## config.mk

```make
export PLATFORM = sky130hd
export DESIGN_NAME = oflow_sm_line_fetch
export DESIGN_NICKNAME = d
export VERILOG_FILES = /design/src/rtl/oflow_sm_line_fetch_pkg.sv /design/src/rtl/oflow_sm_line_fetch_fifo.sv /design/src/rtl/oflow_sm_line_fetch.sv
export SDC_FILE = /design/constraint.sdc
export NUM_CORES = 1
export LEC_CHECK = 0
export ABC_AREA = 0
export CORE_ASPECT_RATIO = 1.5
export CORE_MARGIN = 8
export CORE_UTILIZATION = 62
export DETAILED_ROUTE_END_ITERATION = 8
export HOLD_SLACK_MARGIN = 0.02
export PLACE_DENSITY = 0.95
export SETUP_SLACK_MARGIN = 0.3
export SLEW_MARGIN = 20
export SYNTH_ARGS = -nofsm -noshare
export SYNTH_HDL_FRONTEND = slang
export SYNTH_SLANG_ARGS = --single-unit
export TNS_END_PERCENT = 20
```

## constraint.sdc

```tcl
create_clock -name clk -period 4 [get_ports clk]
set_clock_uncertainty 0.05 [all_clocks]
set_input_delay 0.8 -clock clk [delete_from_list [all_inputs] [get_ports clk]]
set_output_delay 0.8 -clock clk [all_outputs]
set_load 0.01 [all_outputs]
```

## src/rtl/oflow_sm_line_fetch_pkg.sv

```systemverilog
// Shared types and width helpers for the similarity-metric line fetcher.
// The fetch FSM states, the default geometry and the layout of one buffered
// bbox line live here so the fetch block and its users agree on them.
package oflow_sm_line_fetch_pkg;

  typedef enum logic [1:0] {
    ST_IDLE  = 2'd0,
    ST_RUN   = 2'd1,
    ST_DRAIN = 2'd2,
    ST_DONE  = 2'd3
  } lf_state_e;

  localparam int LF_DATA_WIDTH = 96;
  localparam int LF_FIFO_DEPTH = 4;
  localparam int LF_NHF_WIDTH  = 3;

  // Width of a counter that must hold 0..depth inclusive.
  function automatic int lf_cnt_width(input int depth);
    return $clog2(depth) + 1;
  endfunction

  localparam int LF_CNT_W = lf_cnt_width(LF_FIFO_DEPTH);

  // One bbox line as held in the line FIFO (default geometry).
  typedef struct packed {
    logic [LF_DATA_WIDTH-1:0] data;
    logic                     last;
    logic [LF_NHF_WIDTH-1:0]  frame_idx;
  } lf_line_t;

endpackage

```

## src/rtl/oflow_sm_line_fetch_fifo.sv

```systemverilog
// oflow_sync_fifo: generic first-word-fall-through synchronous FIFO.
// The head entry is visible on pop_data whenever empty is low. Push and pop
// in the same cycle are accepted even when full. DEPTH must be a power of two
// so the pointers wrap naturally.
module oflow_sync_fifo #(
  parameter int WIDTH = 8,
  parameter int DEPTH = 4
) (
  input  logic                   clk,
  input  logic                   rst_n,
  input  logic                   push,
  input  logic [WIDTH-1:0]       push_data,
  input  logic                   pop,
  output logic [WIDTH-1:0]       pop_data,
  output logic                   full,
  output logic                   empty,
  output logic [$clog2(DEPTH):0] count
);

  localparam int PTR_W = $clog2(DEPTH);
  localparam int CNT_W = PTR_W + 1;

  logic [WIDTH-1:0] mem_q [DEPTH];
  logic [WIDTH-1:0] mem_d [DEPTH];
  logic [PTR_W-1:0] wr_ptr_q, wr_ptr_d;
  logic [PTR_W-1:0] rd_ptr_q, rd_ptr_d;
  logic [CNT_W-1:0] count_q, count_d;
  logic             do_push_s;
  logic             do_pop_s;

  // A pop frees a slot in the same cycle, so push at full is fine with a pop.
  assign do_pop_s  = pop && (count_q != '0);
  assign do_push_s = push && ((count_q != CNT_W'(DEPTH)) || do_pop_s);

  assign pop_data = mem_q[rd_ptr_q];
  assign full     = (count_q == CNT_W'(DEPTH));
  assign empty    = (count_q == '0);
  assign count    = count_q;

  // Next-state for storage, pointers and occupancy.
  always_comb begin
    mem_d    = mem_q;
    wr_ptr_d = wr_ptr_q;
    rd_ptr_d = rd_ptr_q;
    if (do_push_s) begin
      mem_d[wr_ptr_q] = push_data;
      wr_ptr_d        = wr_ptr_q + PTR_W'(1);
    end else begin
      wr_ptr_d = wr_ptr_q;
    end
    if (do_pop_s) begin
      rd_ptr_d = rd_ptr_q + PTR_W'(1);
    end else begin
      rd_ptr_d = rd_ptr_q;
    end
    case ({do_push_s, do_pop_s})
      2'b10:   count_d = count_q + CNT_W'(1);
      2'b01:   count_d = count_q - CNT_W'(1);
      default: count_d = count_q;
    endcase
  end

  // Storage, pointer and occupancy registers.
  always_ff @(posedge clk or negedge rst_n) begin
    if (!rst_n) begin
      for (int i = 0; i < DEPTH; i++) begin
        mem_q[i] <= '0;
      end
      wr_ptr_q <= '0;
      rd_ptr_q <= '0;
      count_q  <= '0;
    end else begin
      mem_q    <= mem_d;
      wr_ptr_q <= wr_ptr_d;
      rd_ptr_q <= rd_ptr_d;
      count_q  <= count_d;
    end
  end

endmodule

```

## src/rtl/oflow_sm_line_fetch.sv

```systemverilog
// oflow_sm_line_fetch: paces history-frame line reads out of the MEM buffer
// for the similarity metric, buffers the returned lines in a FWFT FIFO and
// signals done once every requested history frame has been delivered.
// A read is requested only while buffered + in-flight lines leave room in
// the FIFO, so the memory can never overrun it.
// Optional build macro OFLOW_SM_LINE_FETCH_FRAME_CHECK_EN: when defined,
// a returned line whose frame index differs from the expected frame sets
// the sticky err flag (the line is still buffered).
module oflow_sm_line_fetch
  import oflow_sm_line_fetch_pkg::*;
#(
  parameter int DATA_WIDTH = LF_DATA_WIDTH,
  parameter int FIFO_DEPTH = LF_FIFO_DEPTH,
  parameter int NHF_WIDTH  = LF_NHF_WIDTH
) (
  input  logic                  clk,
  input  logic                  reset_N,
  input  logic                  start,
  input  logic [NHF_WIDTH-1:0]  num_of_history_frames,
  output logic                  similarity_metric_flag_ready_to_read_new_line,
  input  logic                  line_valid,
  input  logic [DATA_WIDTH-1:0] line_data,
  input  logic                  line_last,
  input  logic [NHF_WIDTH-1:0]  line_frame_idx,
  output logic                  out_valid,
  output logic [DATA_WIDTH-1:0] out_data,
  output logic                  out_last,
  output logic [NHF_WIDTH-1:0]  out_frame_idx,
  input  logic                  out_ready,
  output logic                  busy,
  output logic                  done,
  output logic                  err
);

  localparam int CNT_W  = lf_cnt_width(FIFO_DEPTH);
  localparam int SUM_W  = CNT_W + 1;
  localparam int LINE_W = DATA_WIDTH + 1 + NHF_WIDTH;

  lf_state_e            state_q, state_d;
  logic [NHF_WIDTH-1:0] nhf_q, nhf_d;
  logic [NHF_WIDTH-1:0] frames_rcvd_q, frames_rcvd_d;
  logic [CNT_W-1:0]     outstanding_q, outstanding_d;
  logic                 err_q, err_d;
  logic                 busy_q, busy_d;
  logic                 done_q, done_d;

  logic [CNT_W-1:0]     occ_s;
  logic [SUM_W-1:0]     inflight_s;
  logic                 fifo_full_s;
  logic                 fifo_empty_s;
  logic                 req_s;
  logic                 accept_s;
  logic                 drop_s;
  logic                 pop_s;
  logic                 overflow_s;
  logic                 idx_err_s;
  logic                 final_frame_s;
  logic [LINE_W-1:0]    push_line_s;
  logic [LINE_W-1:0]    head_line_s;

  // Request only while the FIFO can absorb every line already asked for.
  assign inflight_s = SUM_W'(occ_s) + SUM_W'(outstanding_q);
  assign req_s      = (state_q == ST_RUN) && (inflight_s < SUM_W'(FIFO_DEPTH));
  assign similarity_metric_flag_ready_to_read_new_line = req_s;

  // A return with nothing outstanding is unsolicited and dropped.
  assign accept_s   = line_valid && (outstanding_q != '0);
  assign drop_s     = line_valid && (outstanding_q == '0);
  assign pop_s      = out_valid && out_ready;
  // Unreachable under the request rule; kept as a defensive error source.
  assign overflow_s = accept_s && fifo_full_s && !pop_s;

  assign final_frame_s = accept_s && line_last &&
                         ((frames_rcvd_q + NHF_WIDTH'(1)) == nhf_q);

`ifdef OFLOW_SM_LINE_FETCH_FRAME_CHECK_EN
  assign idx_err_s = accept_s && (line_frame_idx != frames_rcvd_q);
`else
  assign idx_err_s = 1'b0;
`endif

  assign push_line_s = {line_last, line_frame_idx, line_data};
  assign {out_last, out_frame_idx, out_data} = head_line_s;
  assign out_valid = !fifo_empty_s;

  assign busy = busy_q;
  assign done = done_q;
  assign err  = err_q;

  oflow_sync_fifo #(
    .WIDTH (LINE_W),
    .DEPTH (FIFO_DEPTH)
  ) u_fifo (
    .clk       (clk),
    .rst_n     (reset_N),
    .push      (accept_s),
    .push_data (push_line_s),
    .pop       (pop_s),
    .pop_data  (head_line_s),
    .full      (fifo_full_s),
    .empty     (fifo_empty_s),
    .count     (occ_s)
  );

  // Outstanding-request bookkeeping: +1 per request, -1 per accepted return.
  always_comb begin
    outstanding_d = outstanding_q;
    case ({req_s, accept_s})
      2'b10:   outstanding_d = outstanding_q + CNT_W'(1);
      2'b01:   outstanding_d = outstanding_q - CNT_W'(1);
      default: outstanding_d = outstanding_q;
    endcase
  end

  // Session FSM next-state, frame counting and sticky error.
  always_comb begin
    state_d       = state_q;
    nhf_d         = nhf_q;
    frames_rcvd_d = frames_rcvd_q;
    err_d         = err_q;
    case (state_q)
      ST_IDLE: begin
        if (start) begin
          err_d = 1'b0;
          if (num_of_history_frames == '0) begin
            state_d = ST_DONE;
          end else begin
            nhf_d         = num_of_history_frames;
            frames_rcvd_d = '0;
            state_d       = ST_RUN;
          end
        end else begin
          state_d = ST_IDLE;
        end
      end
      ST_RUN: begin
        if (accept_s && line_last) begin
          frames_rcvd_d = frames_rcvd_q + NHF_WIDTH'(1);
          if (final_frame_s) begin
            state_d = ST_DRAIN;
          end else begin
            state_d = ST_RUN;
          end
        end else begin
          state_d = ST_RUN;
        end
      end
      ST_DRAIN: begin
        if ((occ_s == '0) && (outstanding_q == '0)) begin
          state_d = ST_DONE;
        end else begin
          state_d = ST_DRAIN;
        end
      end
      ST_DONE: begin
        state_d = ST_IDLE;
      end
      default: begin
        state_d = ST_IDLE;
      end
    endcase
    if (drop_s || idx_err_s || overflow_s) begin
      err_d = 1'b1;
    end else begin
      err_d = err_d;
    end
  end

  // Registered status outputs follow the next state.
  always_comb begin
    busy_d = (state_d != ST_IDLE);
    done_d = (state_d == ST_DONE);
  end

  // State, counters and registered outputs.
  always_ff @(posedge clk or negedge reset_N) begin
    if (!reset_N) begin
      state_q       <= ST_IDLE;
      nhf_q         <= '0;
      frames_rcvd_q <= '0;
      outstanding_q <= '0;
      err_q         <= 1'b0;
      busy_q        <= 1'b0;
      done_q        <= 1'b0;
    end else begin
      state_q       <= state_d;
      nhf_q         <= nhf_d;
      frames_rcvd_q <= frames_rcvd_d;
      outstanding_q <= outstanding_d;
      err_q         <= err_d;
      busy_q        <= busy_d;
      done_q        <= done_d;
    end
  end

endmodule

```

==> summary.txt <==
Status
  – Status: completed

Run
  – Max Cap Viol: 0

Critical path
  – Worst path max stage delay: 0.62 ns
  – Crit-path max FO: 60
  – CP Cell Sequence: buf_12, mux4_2, clkdlybuf4s50_1
  – Worst Setup End Kind: output pin
  – Kind of critical path: flop to output pin
  – Worst Path Required: 3.15 ns
  – Cell at the slowest stage of the critical path: mux4_2
  – CP startpoint kind: flop
  – Worst path arrival time: 2.58 ns

Global routing
  – Gr usage total: 23.3%
  – Initial antenna violation count: 6
  – Vias in the first global route: 12200
  – Overflow after GRT: 0
  – Largest net degree at the start of global routing: 113
  – First-pass GRT wire length: 71800 um

Cells and area
  – Final #Nets: 1408
  – Layout cells sized above 1: 46.1%
  – Commonest non-fill, non-tap cells in the layout: dfrtp_1 (419), mux2_4 (400), clkdlybuf4s50_1 (211), mux4_2 (100), clkbuf_16 (43)
  – Area growth, synth to finish: 17.4%
  – Most common cell after layout, fill and taps aside: dfrtp_1
  – Fin area: 24000 um2
  – Core Util, Final: 73.7%

Synth
  – Synthesized cell area: 20400 um2
  – Avg Inst Size Synth: 19.1 um2
  – Top cells by area, synth: dfrtp_1 (52%), mux2_4 (29%), mux4_2 (11%), buf_12 (4.0%), ha_1 (0.55%)
  – Mapped Cells: 1071
  – Synth Area in Compound Gates: 0.533%
  – Post-Synth XOR/XNOR Area: 0.582%
  – Synthesized net count: 1190
  – Synth warn: 0
  – Most used DFF post-synth: dfrtp_1
  – Post-Synth Simple-Gate Area: 1.27%
  – Adder-cell share of the synthesized area: 0.747%
  – Synth cell types: 39
  – Post-synth top area share: 51.5%
  – Post-synthesis mux area share: 40.6%
  – EDFF count, synth: 0
  – Area leader, netlist: dfrtp_1
  – Sequential area share after synthesis: 51.5%
  – Main combinational cell family by area after synthesis: multiplexers
  – Asr flop ratio synth: 100%
  – FF+latch count, synth: 421

STA
  – Fmax: 291 MHz
  – Setup violations, final: 0
  – Max Slew Vio Count: 0
  – Final hold vios: 0
  – Worst Setup Slack, final: 0.568 ns
  – Final min period: 3.43 ns
  – Headroom to the max-slew limit: 50.1%
  – Final period util: 85.8%
  – Worst-Margin Slew: 0.748 ns
  – RSZ-0062 raised after global routing: false
  – Total negative slack: 0 ns

Clock tree
  – Post-CTS Hold Buffers: 0
  – CTS H-tree lvls: 2
  – Skew-Pair Late Insertion Delay: 0.54 ns
  – Register clock-pin slew on the reported worst setup and hold paths: 0.06 ns
  – CTS Sinks: 421
  – Root Driver: clkbuf_16
  – Total CTS buffers: 42
  – Post-CTS Setup Inserts: 0
  – Clk buf depth: 3
  – Cts repair resizes: 0
  – CTS tree: yes

Floorplan
  – Core Region: 32500 um2
  – Die Y: 238 um
  – Initial Utilization: 62.8%
  – Cell row count: 81
  – IO Pins: 213
  – Die area: 39200 um2
  – Die W: 164 um

Route
  – DRC Markers: 0
  – Pre-Repair DR Iteration Count: 4
  – Starting DRC count in detailed routing: 544
  – Vias per inst: 5.96
  – Via count: 10400
  – Drt total wl: 44700 um
  – Antenna Nets Post-Route: 0
  – Wire per inst: 25.7 um

Place
  – Gp weighted congestion: 0.789
  – Detailed placement HPWL: 27900 um
  – Worst slack at placement: 0.716 ns
  – Number of port buffers: 212
  – Placed cell areas: 22600 um2

Power
  – Worst VDD drop: 0.630 mV
  – PwrDens: 968 nW/um2
  – P_leak: 11.4 nW

Min path
  – Min-Delay Path Class: input pin to asynchronous set/reset pin
flip-flops by register name (all words and copies together) (netlist names):
name and flops:
busy 1, done 1, err 1, frames_rcvd_q 3, nhf_q 3, outstanding_q 3, state_q 2, u_fifo.count 3
u_fifo.mem_q 400, u_fifo.rd_ptr_q 2, u_fifo.wr_ptr_q 2
cell usage after synthesis (5+ instances only):
| library cell | n |
|---|---|
| mux2_4 | 400 |
| dfrtp_1 | 421 |
| ha_1 | 9 |
| buf_12 | 41 |
| mux4_2 | 100 |
| buf_2 | 10 |
| inv_1 | 11 |
| nand2_1 | 5 |
| xor2_1 | 6 |
| clkbuf_1 | 13 |
| xnor2_1 | 5 |
path summary, 6_finish.rpt:
check                      cells after the start  slack, ns                            from                             to
hold / removal                                 1       0.23                         reset_N  u_fifo.mem_q[142]$_DFFE_PN0P_
setup / recovery                               3       0.57  u_fifo.rd_ptr_q[0]$_DFFE_PN0P_                   out_data[15]
min in group clk                               1       0.45   u_fifo.mem_q[142]$_DFFE_PN0P_  u_fifo.mem_q[142]$_DFFE_PN0P_
hold reg to reg                                1       0.45   u_fifo.mem_q[142]$_DFFE_PN0P_  u_fifo.mem_q[142]$_DFFE_PN0P_
max in group asynchronous                      2       2.59                         reset_N  u_fifo.mem_q[365]$_DFFE_PN0P_
setup reg to reg                               5       1.54    outstanding_q[0]$_DFFE_PN0P_   u_fifo.mem_q[28]$_DFFE_PN0P_
logic make-up (layout without fill, tap and decap cells):
logic type | Yosys count | after routing
mux | 504 | 504
simple gates | 32 | 32
fa+ha+maj | 11 | 11
buf+inv | 76 | 323
compound gates | 15 | 15
other cells | 0 | 5
xor+xnor | 12 | 12
flops | 421 | 421
critical path: cells and delay by family (launching register included):
kind / cells / cell delay, ns
buf+inv: 2 / 0.92
mux: 1 / 0.62
flops: 1 / 0.44
where the power goes:
part | switching, mW | internal, mW | total (mW)
clock | 1.65 | 2.38 | 4.03
combinational | 3.95 | 7.31 | 11.3
sequential | 1.46 | 6.48 | 7.94
total | 7.06 | 16.2 | 23.2
through the flow:
step / hold slack [ns] / power (mW) / instances
2_1_floorplan: 0.423 / 15.4 / 1071
3_3_place_gp: 0.430 / 18.7 / 1660
3_5_place_dp: 0.437 / 19.1 / 1660
4_1_cts: 0.252 / 23.4 / 1733
5_1_grt: 0.283 / 24.3 / 1737
6_report: 0.225 / 23.2 / 1738
cell type report:
| type | instances | area (um2) |
|---|---|---|
| multi-input cells | 574 | 8940 |
| flip-flops and latches | 421 | 10500 |
| well taps | 415 | 519 |
| clock buffers | 61 | 1260 |
| fillers | 1833 | 8540 |
| clock inverters | 12 | 144 |
| repair buffers | 239 | 2530 |
| inverters | 11 | 41.3 |
| diodes | 5 | 12.5 |
metal layers:
metal,up-vias,global-route usage (%),share of wire [%]
met3,94,3.88,4.6
li1,4405,-,-
met4,2,8.10,3.0
met5,-,0,0.025
met2,288,40.0,52
met1,5563,29.3,40
Power figures use the tool's default switching activity.
